File: src/rtl/regfile_pkg.sv
// rtl/regfile_pkg.sv - shared widths and requester IDs for the regfile writeback arbiter
package regfile_pkg;

  localparam int WORD_WIDTH_DEF = 16;
  localparam int IDX_WIDTH_DEF  = 4;
  localparam int NUM_REGS       = 2 ** IDX_WIDTH_DEF;

  localparam int REQ_ALU   = 0;
  localparam int REQ_LOAD  = 1;
  localparam int REQ_DEBUG = 2;

endpackage

File: src/rtl/regfile_wb_arbiter_rr_arbiter.sv
// rtl/regfile_wb_arbiter_rr_arbiter.sv - round-robin arbiter, search starts one past the last winner
module rr_arbiter #(
  parameter int N = 3,
  localparam int PTR_W = (N > 1) ? $clog2(N) : 1
) (
  input  logic         clock,
  input  logic         reset,
  input  logic [N-1:0] req,
  input  logic         advance,
  output logic [N-1:0] grant
);

  logic [PTR_W-1:0] rr_ptr_q, rr_ptr_d;
  logic [PTR_W-1:0] win_idx;
  logic [PTR_W-1:0] cand;
  logic             found;

  always_comb begin
    grant   = '0;
    win_idx = rr_ptr_q;
    cand    = '0;
    found   = 1'b0;
    for (int off = 1; off <= N; off++) begin
      cand = PTR_W'((int'(rr_ptr_q) + off) % N);
      if (!found && req[cand]) begin
        found       = 1'b1;
        grant[cand] = 1'b1;
        win_idx     = cand;
      end
    end
    rr_ptr_d = (advance && found) ? win_idx : rr_ptr_q;
  end

  // Reset to the last requester so requester 0 is searched first.
  always_ff @(posedge clock or posedge reset) begin
    if (reset) begin
      rr_ptr_q <= PTR_W'(N - 1);
    end else begin
      rr_ptr_q <= rr_ptr_d;
    end
  end

endmodule

File: src/rtl/regfile_wb_arbiter.sv
// rtl/regfile_wb_arbiter.sv - shares the register file write port among writeback requesters
// Pending-write scoreboard is built only with RF_ARB_SCOREBOARD_EN defined.
module regfile_wb_arbiter
  import regfile_pkg::*;
#(
  parameter int WORD_WIDTH = WORD_WIDTH_DEF,
  parameter int IDX_WIDTH  = IDX_WIDTH_DEF,
  parameter int NUM_REQ    = 3
) (
  input  logic                          clock,
  input  logic                          reset,
  input  logic [NUM_REQ-1:0]            req_valid,
  input  logic [NUM_REQ*IDX_WIDTH-1:0]  req_idx,
  input  logic [NUM_REQ*WORD_WIDTH-1:0] req_data,
  output logic [NUM_REQ-1:0]            req_ready,
  output logic                          out_write,
  output logic [IDX_WIDTH-1:0]          out_dst_idx,
  output logic [WORD_WIDTH-1:0]         out_dst,
  input  logic                          reserve_valid,
  input  logic [IDX_WIDTH-1:0]          reserve_idx,
  output logic                          reserve_ready,
  input  logic [IDX_WIDTH-1:0]          chk_src1_idx,
  input  logic [IDX_WIDTH-1:0]          chk_src2_idx,
  output logic                          src1_busy,
  output logic                          src2_busy
);

  localparam int NREGS = 2 ** IDX_WIDTH;

  logic                  transfer;
  logic [IDX_WIDTH-1:0]  sel_idx;
  logic [WORD_WIDTH-1:0] sel_data;
  logic                  out_write_q, out_write_d;
  logic [IDX_WIDTH-1:0]  out_dst_idx_q, out_dst_idx_d;
  logic [WORD_WIDTH-1:0] out_dst_q, out_dst_d;

  rr_arbiter #(.N(NUM_REQ)) u_arb (
    .clock   (clock),
    .reset   (reset),
    .req     (req_valid),
    .advance (transfer),
    .grant   (req_ready)
  );

  // Writes to index 0 are accepted but never reach the register file.
  always_comb begin
    sel_idx  = '0;
    sel_data = '0;
    for (int i = 0; i < NUM_REQ; i++) begin
      if (req_ready[i]) begin
        sel_idx  = req_idx[i*IDX_WIDTH +: IDX_WIDTH];
        sel_data = req_data[i*WORD_WIDTH +: WORD_WIDTH];
      end
    end
    transfer      = |(req_valid & req_ready);
    out_write_d   = transfer && (sel_idx != '0);
    out_dst_idx_d = out_write_d ? sel_idx : out_dst_idx_q;
    out_dst_d     = out_write_d ? sel_data : out_dst_q;
  end

  always_ff @(posedge clock or posedge reset) begin
    if (reset) begin
      out_write_q   <= 1'b0;
      out_dst_idx_q <= '0;
      out_dst_q     <= '0;
    end else begin
      out_write_q   <= out_write_d;
      out_dst_idx_q <= out_dst_idx_d;
      out_dst_q     <= out_dst_d;
    end
  end

  assign out_write   = out_write_q;
  assign out_dst_idx = out_dst_idx_q;
  assign out_dst     = out_dst_q;

`ifdef RF_ARB_SCOREBOARD_EN
  logic [NREGS-1:0] busy_q, busy_d;

  // Clear on the register file's write edge; a same-edge reservation wins.
  always_comb begin
    busy_d = busy_q;
    if (out_write_q) begin
      busy_d[out_dst_idx_q] = 1'b0;
    end
    if (reserve_valid && reserve_ready && (reserve_idx != '0)) begin
      busy_d[reserve_idx] = 1'b1;
    end
    busy_d[0] = 1'b0;
  end

  always_ff @(posedge clock or posedge reset) begin
    if (reset) begin
      busy_q <= '0;
    end else begin
      busy_q <= busy_d;
    end
  end

  assign reserve_ready = ~busy_q[reserve_idx];
  assign src1_busy     = busy_q[chk_src1_idx];
  assign src2_busy     = busy_q[chk_src2_idx];
`else
  logic unused_sb;
  assign unused_sb     = ^{reserve_valid, reserve_idx, chk_src1_idx, chk_src2_idx};
  assign reserve_ready = 1'b1;
  assign src1_busy     = 1'b0;
  assign src2_busy     = 1'b0;
`endif

endmodule

File: config.mk
export PLATFORM = sky130hd
export DESIGN_NAME = regfile_wb_arbiter
export DESIGN_NICKNAME = d
export VERILOG_FILES = /design/src/rtl/regfile_pkg.sv /design/src/rtl/regfile_wb_arbiter_rr_arbiter.sv /design/src/rtl/regfile_wb_arbiter.sv
export SDC_FILE = /design/constraint.sdc
export NUM_CORES = 1
export LEC_CHECK = 0
export ABC_AREA = 1
export BUFFER_PORTS_ARGS = -buffer_cell sky130_fd_sc_hd__clkbuf_2
export CAP_MARGIN = 30
export CORE_ASPECT_RATIO = 0.6
export CORE_UTILIZATION = 35
export CTS_CLUSTER_SIZE = 8
export DETAILED_ROUTE_END_ITERATION = 16
export PLACE_DENSITY = 0.67
export SYNTH_ARGS = -nofsm -noshare
export SYNTH_HDL_FRONTEND = slang
export SYNTH_SLANG_ARGS = --single-unit
File: constraint.sdc
create_clock -name clock -period 2.68 [get_ports clock]
set_input_delay 0.268 -clock clock [delete_from_list [all_inputs] [get_ports clock]]
set_output_delay 0.268 -clock clock [all_outputs]
set_load 0.1 [all_outputs]
# Yosys cells after proc, flatten, opt, wreduce, memory -nomap -nowiden
# Index checks and enable logic that the tools add are counted.
[totals]
ff_bits = 23
output_inout_bits = 27
elab_cells = 59
[op_classes]
add_sub_neg = 3
div_mod_pow = 3
n_lt_le_gt_ge = 6
mux = 27
n_bitwise = 3
reduce_logical = 13
[op_table]
columns = ["operator", "count"]
rows = [
  ["$mod A32 B3 Y32 const B", 3],
  ["$mux W16", 3],
  ["$mux W4", 3],
  ["$lt A2 B3 Y1 const B", 3],
  ["$mux W1", 9],
  ["$mux W3", 3],
  ["$logic_and A1 B1 Y1", 7],
  ["$add A2 B2 Y3 const B", 2],
  ["$bmux W1 S2", 3],
  ["$demux W1 S2", 3],
  ["$ge A2 B1 Y1 const B", 3],
  ["$mux W2", 3],
  ["$or A3 B3 Y3", 2],
  ["$reduce_bool A4 Y1", 1],
  ["$add A2 B1 Y3 const B", 1],
  ["$and A3 B3 Y3", 1],
  ["$reduce_bool A3 Y1", 1],
  ["$reduce_or A3 Y1", 1],
  ["$logic_not A1 Y1", 2],
  ["$reduce_and A2 Y1", 1],
]

# Longest topological paths before layout
# Gate-level depths: netlist (run 1).
[depth]
ltp_word = 16
mapped_depth = 21

# Modules after synthesis
# Synthesis (run 1) repeated with hierarchy kept, for this count alone.
[hier_totals]
hier_cells = 271
hier_area_um2 = 1757.9
[by_module_without_submodules]
columns = ["module", "instances", "cells_each", "area_each_um2"]
rows = [
  ["regfile_wb_arbiter", 1, 207, 1370.1],
  ["rr_arbiter", 1, 64, 387.9],
]

# Worst setup path before layout (run 1)
# No wires, ideal clock.
[synth_path]
kind = "reg-to-reg"
start = "register u_arb.rr_ptr_q[1]"
end = "register out_dst_q[10] (netlist: out_dst[10])"
setup_ps = 67
t_arrival_ps = 2988
t_required_ps = 2613
setup_slack_ps = -375
path_stages_with_launch = 15
synth_period_minus_slack_ps = 3055
path_cell_list = "dfstp_2 -> ha_1 -> inv_2 -> nand2_1 -> nand3_1 -> nand2_2 -> o21ai_0 -> nand2_1 -> nand2_2 -> buf_6 -> clkbuf_1 -> a21oi_1 -> a21oi_1 -> nand3_1 -> nand2_1"
[synth_via]
word_cells_on_any_way = 48
cone_classes = "3 x add/sub; 3 x div; 6 x order compare; 23 x mux; 3 x bitwise; 10 x reduce/logical"
[synth_lines]
columns = ["item", "line_no", "rtl"]
rows = [
  ["from (decl)", "regfile_wb_arbiter_rr_arbiter.sv:13", "logic [PTR_W-1:0] rr_ptr_q, rr_ptr_d;"],
  ["from (signal assigned)", "regfile_wb_arbiter_rr_arbiter.sv:37", "rr_ptr_q <= PTR_W'(N - 1);"],
  ["from (signal assigned)", "regfile_wb_arbiter_rr_arbiter.sv:39", "rr_ptr_q <= rr_ptr_d;"],
  ["$add A2 B1 Y3", "regfile_wb_arbiter_rr_arbiter.sv:24", "cand = PTR_W'((int'(rr_ptr_q) + off) % N);"],
  ["$mod A32 B3 Y32", "regfile_wb_arbiter_rr_arbiter.sv:24", ""],
  ["$lt A2 B3 Y1 (not written as such) (tied with other cells)", "regfile_wb_arbiter_rr_arbiter.sv:27", "grant[cand] = 1'b1;"],
  ["$logic_and A1 B1 Y1 (not written as such) or $mux W1 (tied branches)", "regfile_wb_arbiter_rr_arbiter.sv:27, regfile_wb_arbiter_rr_arbiter.sv:25", ""],
  ["$mux W1, on equally long branches", "regfile_wb_arbiter_rr_arbiter.sv:27, regfile_wb_arbiter_rr_arbiter.sv:25", ""],
  ["$demux W1 S2 or $logic_not A1 Y1 (tied branches)", "--", ""],
  ["$mux W3 or $logic_and A1 B1 Y1 (tied branches)", "regfile_wb_arbiter_rr_arbiter.sv:25", "if (!found && req[cand]) begin"],
  ["$or A3 B3 Y3 (no line) or $mux W1 (tied branches)", "--", ""],
  ["$mux W3 or $logic_not A1 Y1 (tied branches)", "regfile_wb_arbiter_rr_arbiter.sv:25", ""],
  ["$or A3 B3 Y3 (no line) or $logic_and A1 B1 Y1 (tied branches)", "--", ""],
  ["$mux W3 (*)", "regfile_wb_arbiter_rr_arbiter.sv:25", ""],
  ["via req_ready[1]", "regfile_wb_arbiter.sv:15", "output logic [NUM_REQ-1:0] req_ready,"],
  ["$mux W4 (2 in a row)", "regfile_wb_arbiter.sv:50", "if (req_ready[i]) begin"],
  ["$reduce_bool A4 Y1", "regfile_wb_arbiter.sv:56", "out_write_d = transfer && (sel_idx != '0);"],
  ["$logic_and A1 B1 Y1", "regfile_wb_arbiter.sv:56", ""],
  ["to (signal assigned)", "regfile_wb_arbiter.sv:69", "out_dst_q <= out_dst_d;"],
  ["to (decl)", "regfile_wb_arbiter.sv:35", "logic [WORD_WIDTH-1:0] out_dst_q, out_dst_d;"],
]
# Mark *: on every way through the listed nets, which the timed path passes. The rest lies on a longest branch. The select of a mux whose other input is x is not followed.
# A chain may end at the register's enable or synchronous reset.

# Worst setup path after layout (run 1)
[layout_path]
start = "register u_arb.rr_ptr_q[1]"
end = "output req_ready[2]"
[layout_via]
elab_chain_len = 11
word_cells_on_any_way = 38
cone_classes = "3 x add/sub; 3 x div; 6 x order compare; 17 x mux; 2 x bitwise; 7 x reduce/logical"
[layout_rtl]
columns = ["item", "line_no"]
rows = [
  ["$add A2 B1 Y3", "regfile_wb_arbiter_rr_arbiter.sv:24"],
  ["$mod A32 B3 Y32", "regfile_wb_arbiter_rr_arbiter.sv:24"],
  ["$lt A2 B3 Y1 (not written as such) (tied with other cells)", "regfile_wb_arbiter_rr_arbiter.sv:27"],
  ["$logic_and A1 B1 Y1 (not written as such) or $mux W1 (tied branches)", "regfile_wb_arbiter_rr_arbiter.sv:27, regfile_wb_arbiter_rr_arbiter.sv:25"],
  ["$mux W1, on equally long branches", "regfile_wb_arbiter_rr_arbiter.sv:27, regfile_wb_arbiter_rr_arbiter.sv:25"],
  ["$demux W1 S2 or $logic_not A1 Y1 (tied branches)", "--"],
  ["$mux W3 or $logic_and A1 B1 Y1 (tied branches)", "regfile_wb_arbiter_rr_arbiter.sv:25"],
  ["$or A3 B3 Y3 (no line) or $mux W1 (tied branches)", "--"],
  ["$mux W3 or $logic_not A1 Y1 (tied branches)", "regfile_wb_arbiter_rr_arbiter.sv:25"],
  ["$or A3 B3 Y3 (no line) or $logic_and A1 B1 Y1 (tied branches)", "--"],
  ["$mux W3 (*)", "regfile_wb_arbiter_rr_arbiter.sv:25"],
  ["to (decl)", "regfile_wb_arbiter.sv:15"],
]
# Every way passes the cells marked *; elsewhere a longest branch is shown, timed or not. The select of a mux whose other input is x is not followed.

==> results of run 1 <==
per-layer routing:
layer	wire, µm	up-vias	GRT usage [%]
li1	-	1008	-
met1	2520	889	28.7
met2	2090	88	28.5
met3	529	5	7.86
met4	30	0	3.35
met5	0	-	0
what timing repair did:
action / 4_1_cts / 5_1_grt
cloned: 0 / 1
resized for setup: 2 / 13
setup endpoints to repair: 12 / 24
buffers inserted: 0 / 3
pin swaps: 0 / 3
state kept, by name (all words and copies together) (netlist names):
name / flops
out_write: 1
out_dst_idx: 4
u_arb.rr_ptr_q: 2
out_dst: 16
final cells by class:
cell class / instances / share of cell area [%]
Clock buffer: 3 / 1.72
Clock inverter: 1 / 0.208
Inverter: 18 / 3.12
Multi-Input combinational cell: 200 / 42.6
Sequential cell: 23 / 24.0
Tap cell: 63 / 3.28
Timing Repair Buffer: 101 / 25.1
cell usage after synthesis (all sizes together):
cell / count
nand2: 86
nand3: 41
a21oi: 36
dfrtp: 22
nor2: 19
inv: 18
buf: 16
ha: 4
nand4: 3
o21ai: 3
conb: 2
o211ai: 2
a21boi: 1
clkbuf: 1
dfstp: 1
nand3b: 1
kinds of logic (layout without fill, tap and decap cells):
logic type      Yosys count  after routing
buf+inv                  35            123
compound gates           42             42
fa+ha+maj                 4              4
other cells               2              3
flops                    23             23
simple gates            150            151
metrics by stage:
stage	hold slack (ps)	instance area, µm²	utilization, %	setup WS (ps)
2_1_floorplan	269	1720	-	133
3_3_place_gp	456	2260	48.7	52.3
3_5_place_dp	461	2260	48.7	21.9
4_1_cts	187	2320	50.1	7.52
5_1_grt	249	2400	51.9	-63.6
6_report	148	2400	51.9	101
final timing paths:
kind / from / cells after the start / to
max in group asynchronous: reset / 2 / out_dst[8]
setup reg to reg: u_arb.rr_ptr_q[1] / 16 / out_dst[0]
min in group clock: req_idx[10] / 5 / out_dst_idx[2]
hold reg to reg: out_dst_idx[1] / 2 / out_dst_idx[1]
hold / removal: reset / 2 / out_dst[0]
setup / recovery: u_arb.rr_ptr_q[1] / 10 / req_ready[2]
==> out/metrics.csv, run 1 <==
stage,metric,value,unit
status,status,finished clean,
finish,"commonest non-fill, non-tap cell in the layout",clkbuf_2,
timing,Fin Clk Skew,0.973,ps
clock_tree,total CTS buffers,3,
floorplan,Starting Density,37.1,%
grt,largest net degree at the start of global routing,24,
hold_path,Hold Path Class,in -> async,
placement,Placer Congestion,0.868,
timing,"Slew Viols, Final",0,
timing,final setup violation count,0,
yosys,Synth area leaders,"dfrtp_1, nand2_1, nand3_1",
finish,register area,577,µm²
grt,first-pass GRT wire length,8130,µm
worst_setup_path,"delay-heaviest family, CP",buffers and inverters,
route,WL final,5160,µm
yosys,"FF+latch count, synth",23,
worst_setup_path,CP most frequent cell,inv_1,
route,drt via density,4.87,
finish,final net count,429,
floorplan,Die Span Y,56.3,µm
placement,hpwl dp,3840,µm
finish,Antenna diodes,0,
finish,area of the multi-input gates,1020,µm²
finish,share of cells above drive strength 1,36.7,%
timing,measured slew at the worst slew-check pin,853,ps
worst_setup_path,r2r setup slk,120,ps
finish,"leading cell types in the layout, fill and taps excluded","clkbuf_2, nand2_1, nand3_1, a21oi_1, dfrtp_1",
worst_setup_path,Startpoint Class,flip-flop,
route,Antenna Violating Nets Remaining,0,
yosys,Syn Area/Cell,6.72,µm²
grt,initial antenna violation count,0,
timing,RSZ-0062 raised after global routing,yes,
worst_setup_path,"Cell Chain, Critical Path","inv_1, ha_1, inv_1, nand3_1, nand2_2, nor2_4, a21boi_1, nand2_4, buf_4, buf_12",
clock_tree,"CTS clk-pin slew, worst paths",80,ps
finish,area grow syn2layout,39.9,%
worst_setup_path,crit path kind,reg -> out,
yosys,Post-Synthesis Cells,256,
timing,fin crit period,2580,ps
grt,vias in the first global route,1664,
yosys,Synth Area in Adders,2.91,%
clock_tree,htree depth,1,
yosys,largest family of logic cells by synthesized area,simple AND/OR/NAND/NOR gates,
yosys,Netlist cell types,24,
timing,fmax,0.388,GHz
route,DRC viols,0,
yosys,sequential area share after synthesis,33.6,%
finish,Fill cells,488,
yosys,Ys Warns,0,
route,DRT Pass-1 Iters,5,
clock_tree,Clock Path Buffers,2,
run,max cap viols,0,
worst_setup_path,Slowest cell on crit path,dfstp_2,
worst_setup_path,Critical Path RT,2410,ps
route,Initial DRC Count,100,
clock_tree,latest clock arrival within the worst-skew pair,260,ps
grt,Global Route Usage Sum,20.0,%
yosys,Post-Synth XOR/XNOR Area,0,%
worst_setup_path,data arrival time of the worst path,2310,ps
timing,Slew headroom,43.0,%
floorplan,core area,4640,µm²
floorplan,Die Wd,92.5,µm
timing,Tcrit/Tclk final,96.2,%
yosys,Mapped Area,1720,µm²
clock_tree,root buf cell,clkbuf_8,
placement,Port-buffer cells,88,
worst_setup_path,buffers plus inverters on the worst setup path,4,
yosys,multiplexer share of the synthesized area,0,%
worst_setup_path,CP max FO,16,
placement,Inst Count DP,401,
yosys,compound-gate portion of the synthesized area,12.7,%
floorplan,io pins,105,
route,DR vias,1990,
yosys,Yosys top cell by area,dfrtp_1,
clock_tree,hold buffer count at CTS,0,
floorplan,FP Rows,19,
yosys,simple-gate share of the synthesized area,39.7,%
clock_tree,CTS tree,built,
route,DR WL/cell,12.6,µm
clock_tree,CTS sink count,23,
timing,Fin Setup TNS,0,ps
worst_setup_path,CP Capture Type,output pin,
timing,Hold Fails Final Rpt,0,
floorplan,Die ar.,5210,µm²
yosys,Synth top area share,32.0,%
grt,gr ovfl total,0,
worst_setup_path,Max stage delay on crit path,570,ps
finish,final std cells w/o fill,409,
Power of run 1 is left out: the tool's default activity adds up to more than one toggle a clock period on the data nets, which glitch-free logic cannot reach.
==> inputs of run 2 (changes only) <==
==> constraint.sdc (replaced) <==
create_clock -name clock -period 2.68 [get_ports clock]
set_input_delay 0.402 -clock clock [delete_from_list [all_inputs] [get_ports clock]]
set_output_delay 0.402 -clock clock [all_outputs]
set_load 0.1 [all_outputs]
==> out/metrics.csv, run 2 (synthesized netlist as in run 1, its figures left out) <==
stage,metric,value,unit,change
placement,Port-buffer cells,88,,unchanged
worst_setup_path,Max stage delay on crit path,570,ps,about the same
route,Initial DRC Count,79,,was 100
worst_setup_path,"delay-heaviest family, CP",simple AND/OR/NAND/NOR gates,,was buffers and inverters
clock_tree,htree depth,1,,unchanged
placement,Inst Count DP,402,,was 401
timing,"Slew Viols, Final",0,,unchanged
finish,area grow syn2layout,44.2,%,was 39.9%
placement,Placer Congestion,0.879,,was 0.868
grt,initial antenna violation count,0,,unchanged
timing,Fin Setup TNS,0,ps,unchanged
route,DR vias,2011,,was 1990
timing,Min Hold Slack,285,ps,was 148 ps
floorplan,Die ar.,5210,µm²,unchanged
clock_tree,root buf cell,clkbuf_8,,unchanged
worst_setup_path,Reg2Reg Capture Point,u_arb.rr_ptr_q[1],,was out_dst[0]
grt,first-pass GRT wire length,8110,µm,was 8130 µm
finish,final std cells w/o fill,417,,was 409
grt,gr ovfl total,0,,unchanged
floorplan,Die Span Y,56.3,µm,unchanged
timing,measured slew at the worst slew-check pin,856,ps,was 853 ps
timing,RSZ-0062 raised after global routing,yes,,unchanged
finish,final core occ,53.5,%,was 51.9%
route,DR WL/cell,12.6,µm,about the same
worst_setup_path,CP most frequent cell,inv_2,,was inv_1
clock_tree,Clock Path Buffers,2,,unchanged
route,DRC viols,0,,unchanged
floorplan,core area,4640,µm²,unchanged
timing,fin crit period,2580,ps,about the same
timing,final setup violation count,0,,unchanged
grt,vias in the first global route,1690,,was 1664
timing,Slew headroom,42.9,%,was 43.0%
floorplan,Die Wd,92.5,µm,unchanged
worst_setup_path,r2r setup slk,130,ps,was 120 ps
worst_setup_path,data arrival time of the worst path,2180,ps,was 2310 ps
clock_tree,CTS tree,built,,unchanged
clock_tree,total CTS buffers,3,,unchanged
status,status,finished clean,,unchanged
route,WL final,5260,µm,was 5160 µm
worst_setup_path,Startpoint Class,flip-flop,,unchanged
finish,"leading cell types in the layout, fill and taps excluded","clkbuf_2, nand2_1, nand3_1, a21oi_1, dfrtp_1",,unchanged
worst_setup_path,"Cell Chain, Critical Path","ha_4, inv_2, nand2_1, nand3_1, nand2_2, inv_2, nand4_1, nand3_4, buf_8, buf_12",,"was inv_1, ha_1, inv_1, nand3_1, nand2_2, nor2_4, a21boi_1, nand2_4, buf_4, buf_12"
hold_path,Hold Path Class,in -> async,,unchanged
floorplan,io pins,105,,unchanged
finish,Antenna diodes,0,,unchanged
floorplan,FP Rows,19,,unchanged
worst_setup_path,CP max FO,8,,was 16
route,DRT Pass-1 Iters,4,,was 5
timing,fmax,0.387,GHz,was 0.388 GHz
worst_setup_path,Worst Setup SP,u_arb.rr_ptr_q[1],,unchanged
timing,Fin Clk Skew,8.36,ps,was 0.973 ps
finish,"commonest non-fill, non-tap cell in the layout",clkbuf_2,,unchanged
placement,hpwl dp,3860,µm,was 3840 µm
finish,share of cells above drive strength 1,39.0,%,was 36.7%
route,Antenna Violating Nets Remaining,0,,unchanged
grt,largest net degree at the start of global routing,24,,unchanged
worst_setup_path,Critical Path RT,2280,ps,was 2410 ps
timing,Tcrit/Tclk final,96.4,%,was 96.2%
worst_setup_path,FF-to-FF Start,u_arb.rr_ptr_q[1],,unchanged
floorplan,Starting Density,37.1,%,unchanged
clock_tree,latest clock arrival within the worst-skew pair,270,ps,was 260 ps
worst_setup_path,Slowest cell on crit path,dfstp_2,,unchanged
clock_tree,CTS sink count,23,,unchanged
worst_setup_path,reg2reg path depth,14,,was 16
worst_setup_path,crit path capture,req_ready[0],,was req_ready[2]
worst_setup_path,buffers plus inverters on the worst setup path,4,,unchanged
timing,Hold Fails Final Rpt,0,,unchanged
worst_setup_path,crit path kind,reg -> out,,unchanged
finish,max FFs per register,16,,unchanged
route,drt via density,4.82,,was 4.87
worst_setup_path,CP Capture Type,output pin,,unchanged
finish,final net count,437,,was 429
worst_setup_path,critical path depth in cells,10,,unchanged
run,max cap viols,0,,unchanged
clock_tree,"CTS clk-pin slew, worst paths",90,ps,was 80 ps
grt,Global Route Usage Sum,20.0,%,about the same
## run 2: cell types whose count changed in the layout (fill, tap and decap cells not counted), moves of 2 or more
cell / before / now
buf_4: 10 / 15
nand2_1: 78 / 76
nand2_2: 4 / 7
nand3_2: 1 / 3
## run 2: layout make-up
cell class,instances,area [µm²]
fill,481,2160
multi-input combinational,201,1030
timing repair buffer,108,676
sequential,23,577
tap,63,78.8
inverter,18,70.1
clock buffer,3,41.3
clock inverter,1,5.00
## run 2: routing by layer
layer	vias to the layer above	track usage [%]	share of wire [%]
met5	-	0	0
met3	2	6.78	9.4
met2	68	29.5	42
li1	1030	-	-
met4	0	4.02	0.36
met1	911	28.5	48
## run 2: metrics by stage
stage	instance area (µm²)	worst slack (ps)
2_1_floorplan	1720	133
3_3_place_gp	2270	70.9
3_5_place_dp	2270	5.29
4_1_cts	2330	1.41
5_1_grt	2480	-11.1
6_report	2480	96.5
## run 2: worst reg2reg max path, cell delays in order, from the launching register on
cell and delay [ps]:
dfstp_2 570, inv_1 80, ha_1 200, inv_2 70, nand3_1 90, nand2_2 140
nor2_4 70, a21boi_2 180, nand2_4 90, buf_12 150, nand2_1 70, nand3_2 260
buf_4 300, o211ai_1 100, o21ai_0 110
## run 2: how the worst min path moves through the flow
stage | startpoint | end
after floorplan | reset | out_dst[0]
after global placement | out_dst[3] | out_dst[3]
after detailed placement | out_dst_idx[3] | out_dst_idx[3]
after CTS | reset | out_dst[0]
after global routing | reset | out_dst[1]
final | reset | out_dst[0]
## run 2: what timing repair did
item	4_1_cts	5_1_grt
hold buffers	0	0
gates cloned	0	2
buffers inserted	0	9
setup endpoints to repair	21	25
pin swaps	1	8
resized for setup	4	12
Power of run 2 is left out for the same reason.
